File: config.mk
export PLATFORM = sky130hd
export DESIGN_NAME = alu_result_tx
export DESIGN_NICKNAME = d
export VERILOG_FILES = /design/src/rtl/alu_result_tx.sv
export SDC_FILE = /design/constraint.sdc
export NUM_CORES = 1
export LEC_CHECK = 0
export ABC_AREA = 1
export CAP_MARGIN = 40
export CORE_MARGIN = 10
export CORE_UTILIZATION = 48
export DETAILED_ROUTE_END_ITERATION = 6
export GPL_TIMING_DRIVEN = 0
export PLACE_DENSITY = 0.74
export SLEW_MARGIN = 30
export SYNTH_ARGS = -nofsm -noshare
export SYNTH_HDL_FRONTEND = slang
export SYNTH_SLANG_ARGS = --single-unit
File: constraint.sdc
create_clock -name clk -period 1.8 [get_ports clk]
set_clock_uncertainty 0.2 [all_clocks]
set_input_delay 0.36 -clock clk [delete_from_list [all_inputs] [get_ports clk]]
set_output_delay 0.36 -clock clk [all_outputs]
set_load 0.01 [all_outputs]
File: src/rtl/alu_result_tx.sv
// alu_result_tx: sends {A0|sel} header then ALU result as two 8N1 bytes on one serial line
module alu_result_tx #(
  parameter int CLKS_PER_BIT = 16
) (
  input  logic       clk,
  input  logic       rst_n,
  input  logic [7:0] y_in,
  input  logic [2:0] sel_in,
  input  logic       start,
  output logic       tx,
  output logic       busy,
  output logic       done
);
  localparam int BW = CLKS_PER_BIT > 1 ? $clog2(CLKS_PER_BIT) : 1;
  typedef enum logic [1:0] {IDLE, START_BIT, DATA, STOP_BIT} state_t;
  state_t         r_state;
  logic [BW-1:0]  r_baud;
  logic [2:0]     r_bit;
  logic           r_byte;
  logic [7:0]     r_y;
  logic [2:0]     r_sel;
  logic           r_tx;
  logic           r_busy;
  logic           r_done;
  logic [7:0]     w_cur;
  logic           w_end;
  logic [2:0]     w_nbit;
  assign w_cur  = r_byte ? r_y : {5'b10100, r_sel};
  assign w_end  = r_baud == BW'(CLKS_PER_BIT - 1);
  assign w_nbit = r_bit + 3'd1;
  assign tx     = r_tx;
  assign busy   = r_busy;
  assign done   = r_done;
  // tx is loaded with the next bit's value on the boundary edge so the line is purely registered
  always_ff @(posedge clk or negedge rst_n) begin
    if (!rst_n) begin
      r_state <= IDLE;
      r_baud  <= '0;
      r_bit   <= '0;
      r_byte  <= 1'b0;
      r_y     <= '0;
      r_sel   <= '0;
      r_tx    <= 1'b1;
      r_busy  <= 1'b0;
      r_done  <= 1'b0;
    end else begin
      r_done <= 1'b0;
      r_baud <= (r_state == IDLE || w_end) ? '0 : r_baud + BW'(1);
      case (r_state)
        IDLE: if (start) begin
          r_state <= START_BIT;
          r_byte  <= 1'b0;
          r_y     <= y_in;
          r_sel   <= sel_in;
          r_tx    <= 1'b0;
          r_busy  <= 1'b1;
        end
        START_BIT: if (w_end) begin
          r_state <= DATA;
          r_bit   <= 3'd0;
          r_tx    <= w_cur[0];
        end
        DATA: if (w_end) begin
          if (r_bit == 3'd7) begin
            r_state <= STOP_BIT;
            r_tx    <= 1'b1;
          end else begin
            r_bit <= w_nbit;
            r_tx  <= w_cur[w_nbit];
          end
        end
        STOP_BIT: if (w_end) begin
          if (!r_byte) begin
            r_state <= START_BIT;
            r_byte  <= 1'b1;
            r_tx    <= 1'b0;
          end else begin
            r_state <= IDLE;
            r_byte  <= 1'b0;
            r_busy  <= 1'b0;
            r_done  <= 1'b1;
          end
        end
        default: r_state <= IDLE;
      endcase
    end
  end
endmodule

---- Word level (Yosys, flattened, before mapping) ----
Index checks and enable logic that the tools add are counted.
cells by class
  $add $sub $neg .......................... 2
  equal/unequal tests ..................... 13
  reductions and logical operators ........ 10
  multiplexer cells ....................... 32
  $lt $le $gt $ge ......................... 1
operators by type and width
  cell                                                  count
  2-to-1 mux 1 bit                                      16
  inequality test 2 bit (second input constant)         8
  2-to-1 mux 2 bit                                      5
  AND reduction 5 bit                                   2
  2-to-1 mux 3 bit                                      3
  2-to-1 mux 8 bit                                      1
  case mux 2 bit (4 select lines)                       1
  AND reduction 4 bit                                   2
  case mux 3 bit (2 select lines)                       1
  adder 4 x 1 -> 4 bit (second input constant)          1
  equality test 2 bit (second input constant)           2
  equality test 4 bit (second input constant)           1
  < comparator 3 x 4 -> 1 bit (second input constant)   1
  2-to-1 mux 4 bit                                      1
  case mux 1 bit (2 select lines)                       2
  case mux 1 bit (4 select lines)                       1
  nonzero test 2 bit                                    2
  adder 3 x 1 -> 3 bit (second input constant)          1
  binary-select mux 1 bit (select 3 bit)                1
  equality test 3 bit (second input constant)           1
  AND reduction 3 bit                                   1
  equality test 2 x 1 -> 1 bit (second input constant)  1
  logical NOT 2 bit                                     1
  AND reduction 2 bit                                   1
  logical OR 1 bit                                      1
word-level totals
  flip-flop bits (word level) ............. 24
  output and inout port bits .............. 3
  word-level logic and storage cells ...... 67
  input bits .............................. 14

---- Longest topological paths before layout ----
Gate-level depths: netlist of the first run.
  word-level depth ........................ 6
  depth in mapped cells ................... 12
  gate-level depth less buffers ........... 11

---- Worst setup path after synthesis of the first run ----
No wires, ideal clock.
  kind .................................... register to register
  start point ............................. reg r_state[0]
  end point ............................... reg r_y[3]
  data arrival time ....................... 1335 ps
  setup slack ............................. 140 ps
  stages on the path, launching flop included .. 6
  cells stage by stage .................... dfrtp_1 -> inv_1 -> ha_1 -> nand2_1 -> buf_2 -> mux2_2
between the ends
  longest elaborated chain between the ends .. 2
ends and longest elaborated chain
  element                        line  text
  from (decl)                    16    state_t r_state;
  from (signal assigned)         37    r_state <= IDLE;
  from (signal assigned)         51    r_state <= START_BIT;
  from (signal assigned)         59    r_state <= DATA;
  logical NOT 2 bit              49    case (r_state)
  AND reduction 2 bit (no line)  -
  to (signal assigned)           53    r_y <= y_in;
  to (decl)                      20    logic [7:0] r_y;
No other way between the ends.
A chain may end at the register's enable or synchronous reset.

---- Final worst setup path of the first run ----
  start point ............................. reg r_state[0]
  end point ............................... reg r_state[0]
between the ends
  longest elaborated chain between the ends .. 3
ends and longest elaborated chain
  element                                      line
  equality test 2 bit (tied with other cells)  49
  inequality test 2 bit (no line)              -
  AND reduction 5 bit (no line)                -
Parallel ways exist; a longest one is shown, timed or not.

==> qor.csv, run 1 <==
metric;value;unit
wirelength, routed;2380;um
count of unique library cells instantiated by Yosys;20;
DR WL/cell;12.5;um
final period demand of the worst path;1.70;ns
r2r setup slk;0.1;ns
most common cell after layout, fill and taps aside;nand2_1;
routing usage on met1;10.9;%
buffers added on ports;16;
number of cells produced by synthesis;137;
worst hold path type;register to register;
delay of the slowest critical-path stage;0.42;ns
arrival time at the worst endpoint;1.72;ns
met3 demand-to-capacity share in global routing;1.95;%
power density over the cells;1370;nW/um^2
number of detailed-routing iterations run before antenna repair;4;
Worst IR Drop VDD;0.00110;V
number of setup violations in the final report;0;
layout-stage area growth over the synthesis result;21.3;%
run status;completed;
detailed-placement wirelength estimate;1890;um
largest family of logic cells by synthesized area;simple AND/OR/NAND/NOR gates;
Initial Utilization;50.5;%
number of global-route vias before repair;1028;
depth of the worst register-to-register path;8;
Clock Tree Root;clkbuf_4;
Num Clock Sinks;24;
WHS;0.276;ns
leftover overflow at the end of global routing;0;
startpoint types;register;
via/cell ratio;4.97;
Chip Height;71.0;um
delay-heaviest family, CP;flip-flops;
capture point of the worst path;r_state[0];
core footprint;2480;sq um
simple-gate share of the synthesized area;20.4;%
cell area after synthesis;1250;sq um
maximum count of clock buffers along a single path;2;
max capacitance violation total;0;
number of nets at the end of the flow;183;
GP Congestion;0.798;
max frequency;587;MHz
maximum number of pins on one net before global-route repair;25;
Post-Place Cell Area;1440;sq um
Final Hold Violating Endpoints;0;
Crit-path slowest cell;dfrtp_1;
clock tree from TritonCTS;yes;
post-route core utilization;61.2;%
worst hold path startpoint;r_baud[0];
post-synthesis share of cell area spent on xor and xnor gates;0;%
final count of pins violating max slew;0;
sequential area share after synthesis;48.1;%
post-synthesis compound-gate area fraction;8.51;%
worst-case headroom to the max-slew limit;65.3;%
initial antenna violation count;0;
WS Path Type;register to register;
Routed Antenna Nets;0;
number of buffers inserted during clock tree synthesis;3;
Global Route met2 Usage;18.4;%
synthesis-stage register bit count;24;
layout cells sized above 1;20.6;%
row cnt;18;
reg-to-reg endpoint;r_state[0];
post-synthesis share of cell area spent on full adders, half adders and majority gates;8.01;%
capturing element type of the critical path;register;
Clock Latency Late Sink;0.31;ns
launching element of the worst setup path;r_state[0];
Most Crowded Layer GR;met2;
total of warnings raised by yosys;0;
cell breakdown of the critical path;buf_4 > ha_1 > inv_2 > nand2_1 > a21oi_4 > nand3_2 > o21ai_2 > o21ai_1;
Post-route DRC;0;
slew at the pin closest to its max-slew limit;0.521;ns
number of levels the H-tree was split into;1;
CP bufs+invs;2;
cell area after layout;1520;sq um
number of top-level pins;17;
leakage power figure;0.749;nW
Final period util;94.6;%
share of cell area taken by muxes after synthesis;8.11;%
first-pass GRT wire length;4300;um
GRT Resource Usage Total;9.99;%
iteration-0 DRC count of the detailed router;25;
Required @ worst endpoint;1.81;ns
Die X-Extent;71.0;um
Critical Path Fanout Max;4;
Crit. path cell count;8;
Die ar.;5050;sq um
net count of the mapped netlist;159;
RSZ-0062 raised after global routing;no;
worst r2r src;r_state[0];
antenna diode count;0;
sum of negative setup slack;0;ns
total number of vias;945;
clock slew at the register clock pins of the worst setup and hold paths;0.12;ns
most used cells in the layout excluding fill and tap cells;28 x nand2_1, 22 x dfrtp_1, 15 x nand3_1, 13 x inv_1, 12 x clkdlybuf4s50_1;
post-synthesis average cell area;9.12;sq um
## report_power, final
part           internal, mW  switching (mW)  total (mW)
combinational         0.447           0.516       0.963
clock                0.0867           0.157       0.244
sequential            0.748           0.118       0.866
total                  1.28           0.791        2.07
## per-stage QoR
step / power [mW] / std cells / setup slack, ns
2_1_floorplan: 1.55 / 137 / 0.140
3_3_place_gp: 1.74 / 183 / -0.111
3_5_place_dp: 1.79 / 183 / -0.139
4_1_cts: 2.04 / 188 / 0.00455
5_1_grt: 2.25 / 190 / 0.00849
6_report: 2.07 / 190 / 0.0974
## registers in the layout, indices dropped and copies added (netlist names)
| name | count |
|---|---|
| r_bit | 3 |
| r_sel | 3 |
| busy | 1 |
| r_y | 8 |
| r_byte | 1 |
| r_baud | 4 |
| done | 1 |
| tx | 1 |
| r_state | 2 |
## per-layer routing
layer	vias to the layer above	part of all wire (%)
li1	488	-
met1	437	45
met2	15	50
met3	5	3.4
met4	0	1.8
met5	-	0
## cells by family after synthesis
family | count (synthesis)
simple gates | 58
buf+inv | 19
compound gates | 19
flops | 24
fa+ha+maj | 8
mux | 9
## timing repair
action	4_1_cts	5_1_grt
hold buffers	1	0
pin swaps	0	1
setup buffers	0	2
gates resized for setup	3	9
endpoints found under the hold margin	23	0
endpoints found under the setup margin	6	14
## synthesized netlist by cell type, drive strengths merged
| cell type | count | area, sq um |
|---|---|---|
| nand2 | 31 | 121 |
| dfrtp | 23 | 576 |
| inv | 17 | 68.8 |
| nand3 | 16 | 85.1 |
| o21ai | 13 | 65.1 |
| mux2 | 9 | 101 |
| nor2 | 9 | 33.8 |
| ha | 8 | 100 |
| a21oi | 6 | 41.3 |
| buf | 2 | 16.3 |
| and2 | 1 | 8.76 |
| dfstp | 1 | 26.3 |
| or2 | 1 | 6.26 |
## cell type report
cell class,count,area [sq um]
Fill cell,222,961
Sequential cell,24,603
Multi-Input combinational cell,94,574
Timing Repair Buffer,19,184
Inverter,17,68.8
Tap cell,30,37.5
Clock buffer,4,26.3
Buffer,2,22.5
## worst min path at each step
stage,end,cells past startpoint
final,r_baud[0],1
after global placement,r_baud[0],1
after floorplan,busy,0
after detailed placement,r_bit[2],1
after CTS,r_baud[0],1
after global routing,tx,2
Note: power is estimated with default switching activity, not from simulation.
==> run 2, diff against run 1 <==
Settings changed: GPL_TIMING_DRIVEN 0 to not set.
==> qor.csv, run 2 (synthesis results as in run 1) <==
metric;value;unit
buffers added on ports;16;
maximum number of pins on one net before global-route repair;25;
leftover overflow at the end of global routing;0;
clock slew at the register clock pins of the worst setup and hold paths;0.13;ns
power density over the cells;1400;nW/um^2
Required @ worst endpoint;1.82;ns
largest registers in the final layout;r_y (8), r_baud (4);
Die ar.;5050;sq um
cell breakdown of the critical path;inv_2 > ha_1 > inv_1 > nand2_1 > a21oi_4 > nand3_2 > o21ai_2 > o21ai_1;
Worst IR Drop VDD;0.000954;V
maximum count of clock buffers along a single path;2;
wirelength, routed;2480;um
WS Path Type;register to register;
slew at the pin closest to its max-slew limit;0.371;ns
layout-stage area growth over the synthesis result;21.6;%
detailed-placement wirelength estimate;1900;um
Clock Tree Root;clkbuf_4;
iteration-0 DRC count of the detailed router;29;
Initial Utilization;50.5;%
startpoint types;register;
Crit-path slowest cell;dfrtp_1;
max capacitance violation total;0;
number of buffers inserted during clock tree synthesis;3;
arrival time at the worst endpoint;1.71;ns
Routed Antenna Nets;0;
worst hold path type;input port to async pin;
DR WL/cell;13.1;um
number of top-level pins;17;
CP bufs+invs;2;
most used cells in the layout excluding fill and tap cells;29 x nand2_1, 22 x dfrtp_1, 15 x nand3_1, 13 x clkdlybuf4s50_1, 12 x inv_1;
row cnt;18;
max reg flops;8;
core footprint;2480;sq um
number of setup violations in the final report;0;
initial antenna violation count;0;
run status;completed;
max frequency;590;MHz
Final Hold Violating Endpoints;0;
number of nets at the end of the flow;182;
capturing element type of the critical path;register;
worst-case headroom to the max-slew limit;75.2;%
number of global-route vias before repair;1014;
filler instances;225;
number of detailed-routing iterations run before antenna repair;4;
Final period util;94.1;%
post-route core utilization;61.4;%
number of levels the H-tree was split into;1;
most common cell after layout, fill and taps aside;nand2_1;
final period demand of the worst path;1.69;ns
Die X-Extent;71.0;um
first-pass GRT wire length;4310;um
Hold Buf Count CTS;0;
Post-route DRC;0;
Num Clock Sinks;24;
Chip Height;71.0;um
delay-heaviest family, CP;flip-flops;
register bank with the most flops;r_y;
total number of vias;987;
Clock Latency Late Sink;0.31;ns
via/cell ratio;5.22;
GP Congestion;0.833;
clock tree from TritonCTS;yes;
layout cells sized above 1;20.8;%
Critical Path Fanout Max;5;
GRT Resource Usage Total;9.97;%
WHS;0.178;ns
antenna diode count;0;
final count of pins violating max slew;0;
leakage power figure;0.742;nW
sum of negative setup slack;0;ns
delay of the slowest critical-path stage;0.46;ns
-- run 2: what timing repair did --
action / in CTS / in global routing
gates cloned: 0 / 0
resized for setup: 2 / 9
pin swaps: 0 / 2
setup buffers: 0 / 1
setup endpoints to repair: 2 / 3
-- run 2: worst paths after layout --
kind                            start          to  slack [ns]  cells after the start
hold / removal                  rst_n        done        0.18                      2
min in group clk            r_baud[0]   r_baud[0]        0.27                      1
hold reg to reg             r_baud[0]   r_baud[0]        0.27                      1
setup / recovery           r_state[1]  r_state[0]        0.11                      8
max in group asynchronous       rst_n          tx        0.94                      2
setup reg to reg           r_state[1]  r_state[0]        0.11                      8
-- run 2: layout make-up --
class,count,area [sq um],share of cell area (%)
Multi-Input combinational cell,94,572,37.6
Sequential cell,24,603,39.7
Inverter,17,68.8,4.53
Clock buffer,4,36.3,2.39
Timing Repair Buffer,20,203,13.3
Tap cell,30,37.5,2.47
-- run 2: layer usage --
layer | GRT usage, % | up-vias | wire length, um
met3 | 2.23 | 4 | 75
met2 | 17.9 | 14 | 1290
met1 | 10.7 | 480 | 1090
li1 | - | 489 | -
met5 | 0 | - | 0
met4 | 4.73 | 0 | 19
-- run 2: metrics by stage --
step                setup WS (ns)  cells  power (mW)  cell area [sq um]
global route              -0.0263    189        2.32               1520
floorplan                   0.140    137        1.55               1250
CTS                        0.0207    188        2.09               1500
detailed placement         0.0354    184        1.81               1470
finish                      0.106    189        2.12               1520
global placement           0.0877    184        1.76               1470
-- run 2: where the power goes --
part           internal (mW)  leakage, nW  switching (mW)
clock                  0.124       0.0210           0.163
sequential             0.750        0.295           0.145
combinational          0.451        0.426           0.491
==> run 3, diff against run 2 <==
Settings changed: TNS_END_PERCENT set to 1.
==> qor.csv, run 3 (synthesis results as in run 1) <==
metric;value;unit
total number of vias;981;
worst hold path type;input port to async pin;
final count of pins violating max slew;0;
Worst IR Drop VDD;0.000961;V
filler instances;224;
number of setup violations in the final report;0;
RSZ-0062 raised after global routing;yes;
DR WL/cell;12.9;um
detailed-placement wirelength estimate;1900;um
Critical Path Fanout Max;2;
layout-stage area growth over the synthesis result;21.2;%
number of global-route vias before repair;1014;
sequential cell area;602;sq um
number of levels the H-tree was split into;1;
register bank with the most flops;r_y;
capturing element type of the critical path;primary output;
Final period util;94.0;%
power density over the cells;1390;nW/um^2
clock tree from TritonCTS;yes;
run status;completed;
Die X-Extent;71.0;um
startpoint types;register;
max capacitance violation total;0;
Clock Latency Late Sink;0.32;ns
most common cell after layout, fill and taps aside;nand2_1;
post-route core utilization;61.2;%
final period demand of the worst path;1.69;ns
multi-input gate area in the final layout;568;sq um
maximum number of pins on one net before global-route repair;25;
largest registers in the final layout;r_y (8), r_baud (4);
Routed Antenna Nets;0;
max reg flops;8;
leftover overflow at the end of global routing;0;
leakage power figure;0.742;nW
WS Path Type;register to primary output;
minimum setup slack in the final design;0.108;ns
clock slew at the register clock pins of the worst setup and hold paths;0.13;ns
number of nets at the end of the flow;182;
Clock Tree Root;clkbuf_4;
Post-route DRC;0;
max frequency;591;MHz
maximum count of clock buffers along a single path;2;
GRT Resource Usage Total;9.97;%
wirelength, routed;2430;um
number of buffers inserted during clock tree synthesis;3;
buffers added on ports;16;
WHS;0.178;ns
Initial Utilization;50.5;%
row cnt;18;
antenna diode count;0;
Crit-path slowest cell;dfstp_2;
Final Total Pwr;2.11;mW
layout cells sized above 1;19.5;%
Num Clock Sinks;24;
via/cell ratio;5.19;
worst-case headroom to the max-slew limit;75.5;%
GP Congestion;0.833;
core footprint;2480;sq um
arrival time at the worst endpoint;1.13;ns
first-pass GRT wire length;4310;um
Chip Height;71.0;um
worst slack after detailed placement;0.0354;ns
slew at the pin closest to its max-slew limit;0.368;ns
Die ar.;5050;sq um
Final Hold Violating Endpoints;0;
cell breakdown of the critical path;dlygate4sd2_1;
number of top-level pins;17;
initial antenna violation count;0;
delay-heaviest family, CP;flip-flops;
number of detailed-routing iterations run before antenna repair;4;
most used cells in the layout excluding fill and tap cells;29 x nand2_1, 23 x dfrtp_1, 15 x nand3_1, 13 x clkdlybuf4s50_1, 12 x inv_1;
delay of the slowest critical-path stage;0.55;ns
iteration-0 DRC count of the detailed router;30;
Required @ worst endpoint;1.24;ns
CP bufs+invs;1;
[run 3: cell counts in the layout (fill, tap and decap cells not counted)]
Identical to the previous run, type by type.
[run 3: metrics by stage]
stage | area [sq um] | cells | setup TNS, ns
6_report | 1520 | 189 | 0
5_1_grt | 1520 | 189 | -0.0280
4_1_cts | 1500 | 188 | 0
3_5_place_dp | 1470 | 184 | 0
3_3_place_gp | 1470 | 184 | 0
2_1_floorplan | 1250 | 137 | 0
[run 3: cell type report]
cell class	count	area share, %
sequential	24	39.7
multi-input combinational	94	37.5
timing repair buffer	20	13.4
inverter	17	4.54
tap	30	2.48
clock buffer	4	2.39
[run 3: repair_timing]
item | in CTS | in global routing
endpoints found under the hold margin | 0 | 0
setup buffers | 0 | 1
setup endpoints to repair | 2 | 3
hold buffers | 0 | 0
gates resized for setup | 2 | 7
[run 3: path summary, 6_finish.rpt]
kind | start | end | slack [ns] | cells past startpoint
hold / removal | rst_n | done | 0.18 | 2
hold reg to reg | r_baud[0] | r_baud[0] | 0.27 | 1
max in group asynchronous | rst_n | tx | 0.94 | 2
setup / recovery | tx | tx | 0.11 | 1
setup reg to reg | r_state[1] | r_state[0] | 0.12 | 8
min in group clk | r_baud[0] | r_baud[0] | 0.27 | 1
[run 3: per-layer routing]
layer | global-route usage [%] | up-vias | share of wire [%]
met2 | 17.9 | 10 | 52
met1 | 10.7 | 480 | 45
met5 | 0 | - | 0
met4 | 4.73 | 0 | 0.74
li1 | - | 489 | -
met3 | 2.23 | 2 | 2.6
[run 3: report_power, final]
group | internal (mW) | total, mW | switching, mW
registers | 0.748 | 0.888 | 0.140
clock network | 0.124 | 0.286 | 0.163
logic | 0.450 | 0.935 | 0.484
